[src/rtl/mips_pkg.sv]
// Shared MIPS encoding constants: request op codes, R-type funct values,
// I-type opcodes and the load-session state encoding.
package mips_pkg;

  typedef enum logic [3:0] {
    OP_ADD  = 4'd0,
    OP_SUB  = 4'd1,
    OP_AND  = 4'd2,
    OP_OR   = 4'd3,
    OP_SLT  = 4'd4,
    OP_ADDI = 4'd5,
    OP_SLTI = 4'd6,
    OP_ANDI = 4'd7,
    OP_ORI  = 4'd8,
    OP_LW   = 4'd9,
    OP_SW   = 4'd10
  } op_e;

  localparam logic [5:0] OPC_RTYPE = 6'h00;
  localparam logic [5:0] OPC_ADDI  = 6'h08;
  localparam logic [5:0] OPC_SLTI  = 6'h0A;
  localparam logic [5:0] OPC_ANDI  = 6'h0C;
  localparam logic [5:0] OPC_ORI   = 6'h0D;
  localparam logic [5:0] OPC_LW    = 6'h23;
  localparam logic [5:0] OPC_SW    = 6'h2B;

  localparam logic [5:0] FUNCT_ADD = 6'h20;
  localparam logic [5:0] FUNCT_SUB = 6'h22;
  localparam logic [5:0] FUNCT_AND = 6'h24;
  localparam logic [5:0] FUNCT_OR  = 6'h25;
  localparam logic [5:0] FUNCT_SLT = 6'h2A;

  localparam logic [1:0] ST_IDLE  = 2'd0;
  localparam logic [1:0] ST_LOAD  = 2'd1;
  localparam logic [1:0] ST_FLUSH = 2'd2;
  localparam logic [1:0] ST_DONE  = 2'd3;

endpackage

[src/rtl/sync_fifo.sv]
// Single-clock FIFO with occupancy count. A push on a full FIFO is taken
// only when a pop happens on the same edge.
module sync_fifo #(
  parameter int WIDTH = 32,
  parameter int DEPTH = 4
) (
  input  logic                     clk,
  input  logic                     rst_n,
  input  logic                     push,
  input  logic [WIDTH-1:0]         din,
  input  logic                     pop,
  output logic [WIDTH-1:0]         dout,
  output logic                     full,
  output logic                     empty,
  output logic [$clog2(DEPTH):0]   count
);

  localparam int PW = $clog2(DEPTH);
  localparam logic [PW:0] DEPTH_C = (PW+1)'(DEPTH);

  logic [WIDTH-1:0] mem [DEPTH];
  logic [PW-1:0]    wr_ptr;
  logic [PW-1:0]    rd_ptr;
  logic             do_push;
  logic             do_pop;

  assign full    = (count == DEPTH_C);
  assign empty   = (count == '0);
  assign do_pop  = pop && !empty;
  assign do_push = push && (!full || do_pop);
  assign dout    = mem[rd_ptr];

  // Pointer and occupancy bookkeeping
  always_ff @(posedge clk or negedge rst_n) begin
    if (!rst_n) begin
      wr_ptr <= '0;
      rd_ptr <= '0;
      count  <= '0;
    end else begin
      if (do_push) wr_ptr <= wr_ptr + 1'b1;
      if (do_pop)  rd_ptr <= rd_ptr + 1'b1;
      case ({do_push, do_pop})
        2'b10:   count <= count + 1'b1;
        2'b01:   count <= count - 1'b1;
        default: count <= count;
      endcase
    end
  end

  // Data storage; contents are only meaningful while occupied
  always_ff @(posedge clk) begin
    if (do_push) mem[wr_ptr] <= din;
  end

endmodule

[src/rtl/mips_instr_encoder.sv]
// Program-load encoder: assembles symbolic requests into MIPS R/I-type words,
// buffers them and writes them to consecutive instruction-memory addresses.
module mips_instr_encoder
  import mips_pkg::*;
#(
  parameter int ADDR_W     = 6,
  parameter int FIFO_DEPTH = 4
) (
  input  logic              clk,
  input  logic              rst_n,
  input  logic              start,
  input  logic              req_valid,
  output logic              req_ready,
  input  logic [3:0]        req_op,
  input  logic [4:0]        req_rs,
  input  logic [4:0]        req_rt,
  input  logic [4:0]        req_rd,
  input  logic [15:0]       req_imm,
  input  logic              req_last,
  output logic              imem_we,
  input  logic              imem_ready,
  output logic [ADDR_W-1:0] imem_addr,
  output logic [31:0]       imem_wdata,
  output logic              busy,
  output logic              done,
  output logic              err_op,
  output logic              err_full,
  output logic [ADDR_W:0]   word_count
);

  localparam int CW = $clog2(FIFO_DEPTH);
  localparam logic [ADDR_W+1:0] CAPACITY = (ADDR_W+2)'(2**ADDR_W);

  logic [1:0]        state;
  logic [ADDR_W-1:0] addr;
  logic [CW:0]       fifo_count;
  logic              fifo_full;
  logic              fifo_empty;
  logic [31:0]       fifo_dout;
  logic [ADDR_W+1:0] reserved;
  logic              accept;
  logic              write;
  logic              enc_valid;
  logic [31:0]       enc_word;

  // Words already written plus words still queued; caps how many more we take
  assign reserved   = (ADDR_W+2)'(word_count) + (ADDR_W+2)'(fifo_count);
  assign req_ready  = (state == ST_LOAD) && !fifo_full && (reserved < CAPACITY);
  assign accept     = req_valid && req_ready;
  assign write      = !fifo_empty && imem_ready;
  assign imem_we    = !fifo_empty;
  assign imem_wdata = fifo_empty ? 32'h0 : fifo_dout;
  assign imem_addr  = addr;
  assign busy       = (state != ST_IDLE);
  assign done       = (state == ST_DONE);

  // Encode the presented request; unsupported ops yield enc_valid=0
  always_comb begin
    enc_valid = 1'b1;
    enc_word  = 32'h0;
    case (req_op)
      OP_ADD:  enc_word = {OPC_RTYPE, req_rs, req_rt, req_rd, 5'b0, FUNCT_ADD};
      OP_SUB:  enc_word = {OPC_RTYPE, req_rs, req_rt, req_rd, 5'b0, FUNCT_SUB};
      OP_AND:  enc_word = {OPC_RTYPE, req_rs, req_rt, req_rd, 5'b0, FUNCT_AND};
      OP_OR:   enc_word = {OPC_RTYPE, req_rs, req_rt, req_rd, 5'b0, FUNCT_OR};
      OP_SLT:  enc_word = {OPC_RTYPE, req_rs, req_rt, req_rd, 5'b0, FUNCT_SLT};
      OP_ADDI: enc_word = {OPC_ADDI, req_rs, req_rt, req_imm};
      OP_SLTI: enc_word = {OPC_SLTI, req_rs, req_rt, req_imm};
      OP_ANDI: enc_word = {OPC_ANDI, req_rs, req_rt, req_imm};
      OP_ORI:  enc_word = {OPC_ORI,  req_rs, req_rt, req_imm};
      OP_LW:   enc_word = {OPC_LW,   req_rs, req_rt, req_imm};
      OP_SW:   enc_word = {OPC_SW,   req_rs, req_rt, req_imm};
      default: enc_valid = 1'b0;
    endcase
  end

  sync_fifo #(
    .WIDTH (32),
    .DEPTH (FIFO_DEPTH)
  ) u_fifo (
    .clk   (clk),
    .rst_n (rst_n),
    .push  (accept && enc_valid),
    .din   (enc_word),
    .pop   (write),
    .dout  (fifo_dout),
    .full  (fifo_full),
    .empty (fifo_empty),
    .count (fifo_count)
  );

  // Session FSM, write address, word counter and sticky error flags
  always_ff @(posedge clk or negedge rst_n) begin
    if (!rst_n) begin
      state      <= ST_IDLE;
      addr       <= '0;
      word_count <= '0;
      err_op     <= 1'b0;
      err_full   <= 1'b0;
    end else begin
      if (write) begin
        word_count <= word_count + 1'b1;
        if (addr != '1) addr <= addr + 1'b1;
      end
      if (accept && !enc_valid) err_op <= 1'b1;
      case (state)
        ST_IDLE: begin
          if (start) begin
            state      <= ST_LOAD;
            addr       <= '0;
            word_count <= '0;
            err_op     <= 1'b0;
            err_full   <= 1'b0;
          end
        end
        ST_LOAD: begin
          if (accept && req_last) begin
            state <= ST_FLUSH;
          end else if (reserved == CAPACITY) begin
            state    <= ST_FLUSH;
            err_full <= 1'b1;
          end
        end
        ST_FLUSH: begin
          if (fifo_empty) state <= ST_DONE;
        end
        default: state <= ST_IDLE;
      endcase
    end
  end

endmodule

[config.mk]
export PLATFORM = sky130hd
export DESIGN_NAME = mips_instr_encoder
export DESIGN_NICKNAME = d
export VERILOG_FILES = /design/src/rtl/mips_pkg.sv /design/src/rtl/sync_fifo.sv /design/src/rtl/mips_instr_encoder.sv
export SDC_FILE = /design/constraint.sdc
export NUM_CORES = 1
export LEC_CHECK = 0
export CORE_MARGIN = 2
export CORE_UTILIZATION = 49
export CTS_CLUSTER_SIZE = 16
export DETAILED_ROUTE_END_ITERATION = 12
export PLACE_DENSITY = 0.76
export SYNTH_ARGS = -nofsm -noshare
export SYNTH_HDL_FRONTEND = slang
export SYNTH_SLANG_ARGS = --single-unit
[constraint.sdc]
create_clock -name clk -period 3.25 [get_ports clk]
set_input_delay 0.65 -clock clk [delete_from_list [all_inputs] [get_ports clk]]
set_output_delay 0.65 -clock clk [all_outputs]
set_load 0.02 [all_outputs]
==> results.sh <==
export IMPL_timing_final_crit_share=0.9595
export IMPL_cts_tree="built"
export IMPL_holdBufCountCts=0
export IMPL_clock_fmax_mhz=320.7
export IMPL_yosys_warnings=0
export IMPL_first_iter_violations=370
export IMPL_synth_compound_area_frac=0.04678
export IMPL_grt_pass1_wl_um=21070
export IMPL_dp_hpwl_um=8449
export IMPL_worstMarginPinSlew_ns=1.097
export IMPL_synth_seq_cells=148
export IMPL_synthCells=423
export IMPL_io_pins=92
export IMPL_cp_end_kind="primary output"
export IMPL_max_cap_violations=0
export IMPL_path_cells="ha_1 -> fa_2 -> a21o_2 -> and3_1 -> a21oi_2 -> nor2_1 -> dlygate4sd2_1"
export IMPL_cp_max_fo=4
export IMPL_fin_skew_ns=0.01271
export IMPL_seq_area_frac_synth=0.6572
export IMPL_grt_pass1_vias=4092
export IMPL_clkLatencyLatePin_ns=0.42
export IMPL_drive_above_1_share=0.1805
export IMPL_die_w_um=119.9
export IMPL_final_cell_mix="124 x edfxtp_1, 89 x clkdlybuf4s50_1, 49 x and2_1"
export IMPL_drv_slew=0
export IMPL_vdd_drop_max_mv=0.5534
export IMPL_grt_use_total=0.1969
export IMPL_place_inst=684
export IMPL_hold_viol=0
export IMPL_cp_slowest_cell="dfrtp_2"
export IMPL_cts_buffers_inserted=17
export IMPL_yosys_area_share_adder=0.03271
export IMPL_synth_distinct_cells=45
export IMPL_drt_wl_total_um=13520
export IMPL_holdWs_ns=0.5267
export IMPL_wl_met2_um=7113
export IMPL_required_ns=2.60
export IMPL_antenna_found_initial=0
export IMPL_dr_wl_met3_um=688
export IMPL_routed_top_layer="met4"
export IMPL_synth_area_um2=6580
export IMPL_regArea_um2=4327
export IMPL_grt_remaining_overflow=0
export IMPL_htreeDepth=4
export IMPL_start_kind="register"
export IMPL_grt_start_max_net_pins=35
export IMPL_synth_xor_area_share=0.02130
export IMPL_dieArea_um2=14370
export IMPL_synth_top_family_by_area="multiplexers"
export IMPL_fillers=919
export IMPL_rows=42
export IMPL_globalplace_congestion=0.8087
export IMPL_multiInputGateArea_um2=2128
export IMPL_cts_buffer_depth=2
export IMPL_cts_sinks=148
export IMPL_final_common_cell="edfxtp_1"
export IMPL_clk_pin_slew_ns=0.06
export IMPL_finalCriticalPeriod_ns=3.118
export IMPL_min_path_type="register to register"
export IMPL_nets=587
export IMPL_start_util=0.4989
export IMPL_crit_type="register to primary output"
export IMPL_ant_nets=0
export IMPL_wire_per_inst_um=18.80
export IMPL_p_leak_nw=3.093
export IMPL_setup_viol=0
export IMPL_syn_to_final_growth_pct=29.13
export IMPL_drc=0
export IMPL_stdcell_count=719
export IMPL_worst_slack_ns=0.1316
export IMPL_syn_avg_cell_area_um2=15.56
export IMPL_vias=3979
export IMPL_powerDensity_nw_per_um2=885.8
export IMPL_port_buffers=90
export IMPL_firstDrtPassIters=7
export IMPL_core_region_area_um2=13190
export IMPL_cts_root_buf="clkbuf_16"
export IMPL_max_stage_delay_ns=0.42
export IMPL_synth_mux_area_frac=0.1223
export IMPL_diodes=0
export IMPL_viasPerCell=5.534
export IMPL_met1_length_um=5545
export IMPL_die_height_um=119.9
export IMPL_path_delay_family="adder cells"
export IMPL_crit_arrival_ns=2.47
export IMPL_status="finished, final reports clean"
export IMPL_synth_nets=480
export IMPL_pre_cts_slack_ns=-0.02618
export IMPL_crit_buf_inv=1
export IMPL_timing_slew_headroom=0.2664
export IMPL_synthSimpleGateAreaFrac=0.09755
[where the power goes]
part	switching, mW	internal, mW	leakage (nW)
Sequential	0.173	2.28	1.44
Combinational	1.42	1.47	1.34
Clock	0.740	1.44	0.317
[final cells by class]
class / count / share of cell area
sequential: 148 / 0.5092
multi-input combinational: 240 / 0.2505
timing repair buffer: 109 / 0.1300
clock buffer: 19 / 0.05095
clock inverter: 13 / 0.02724
tap: 176 / 0.02592
inverter: 14 / 0.006185
[tightest hold or removal path: cells and delay by family, from the launching register on]
| kind | cells | cell delay [ns] |
|---|---|---|
| flip-flops | 1 | 0.35 |
| AND/OR/NAND/NOR | 1 | 0.09 |
| AO/OA/AOI/OAI | 1 | 0.05 |
[registers in the layout, summed over array words and instances, names as in the netlist]
name / cells
u_fifo.rd_ptr: 2
state: 2
u_fifo.mem: 124
u_fifo.count: 3
u_fifo.wr_ptr: 2
imem_addr: 6
err_full: 1
word_count: 7
err_op: 1
[timing repair]
item	in CTS	in global routing
gates resized for setup	2	3
endpoints found under the setup margin	2	3
pin swaps	0	1
buffers inserted	0	3
[kinds of logic (layout without fill, tap and decap cells)]
kind of cell	Yosys count	after routing
AND/OR/NAND/NOR	119	119
multiplexers	41	41
buffers and inverters	35	155
adder cells (fa/ha/maj)	16	16
AO/OA/AOI/OAI	47	47
flip-flops	148	148
XOR/XNOR	16	16
other	1	1
[through the flow]
step / power, mW / setup TNS (ns) / util / cell area [um^2]
final: 7.527 / 0 / 0.6442 / 8497
after floorplan: 4.243 / 0 / - / 6580
after CTS: 7.580 / 0 / 0.6419 / 8467
after detailed placement: 5.374 / -0.02618 / 0.5913 / 7800
after global placement: 5.301 / 0 / 0.5913 / 7800
after global routing: 7.876 / -0.01072 / 0.6442 / 8497
[Yosys cell counts, drive strengths merged]
cell type / instances / area [um^2]
ha: 14 / 175.2
mux2: 2 / 26.27
and3: 3 / 18.77
clkbuf: 11 / 41.29
a31oi: 1 / 6.260
nand2: 21 / 78.83
nand4: 6 / 37.54
nand2b: 2 / 12.51
nor3b: 1 / 12.51
inv: 14 / 52.55
fa: 2 / 40.04
a22o: 2 / 17.52
o22ai: 3 / 18.77
and2: 53 / 331.6
and4b: 1 / 10.01
a2bb2oi: 1 / 8.760
conb: 1 / 3.750
xor2: 11 / 96.34
mux2i: 8 / 80.08
a211o: 2 / 17.52
nor2: 20 / 75.07
edfxtp: 124 / 3724
dfrtp: 24 / 600.6
o31a: 1 / 8.760
o211ai: 1 / 7.510
a21o: 3 / 25.03
a21oi: 12 / 60.06
a22oi: 1 / 7.510
o21ai: 17 / 92.59
xnor2: 5 / 43.79
o211a: 1 / 17.52
mux4: 31 / 698.2
a211oi: 1 / 12.51
buf: 10 / 48.80
or3: 4 / 25.02
o21bai: 1 / 7.510
nand3: 7 / 35.03
nor3: 1 / 5.000
[per-layer routing]
metal | vias to the layer above | GRT usage
li1 | 1798 | -
met1 | 2020 | 0.2499
met2 | 148 | 0.3379
met3 | 13 | 0.04468
met4 | 0 | 0.06324
met5 | - | 0
[worst paths after layout]
kind / from / endpoint / slack, ns / cells past startpoint
max: word_count[0]$_DFF_PN0_ / req_ready / 0.13 / 7
min: err_op$_DFF_PN0_ / err_op$_DFF_PN0_ / 0.53 / 2
max reg2reg: word_count[0]$_DFF_PN0_ / u_fifo.count[2]$_DFFE_PN0P_ / 0.14 / 14
min reg2reg: err_op$_DFF_PN0_ / err_op$_DFF_PN0_ / 0.53 / 2
max in group asynchronous: rst_n / u_fifo.rd_ptr[0]$_DFFE_PN0P_ / 1.68 / 1
min in group asynchronous: rst_n / word_count[3]$_DFF_PN0_ / 0.82 / 1
Note: power is estimated with default switching activity, not from simulation.
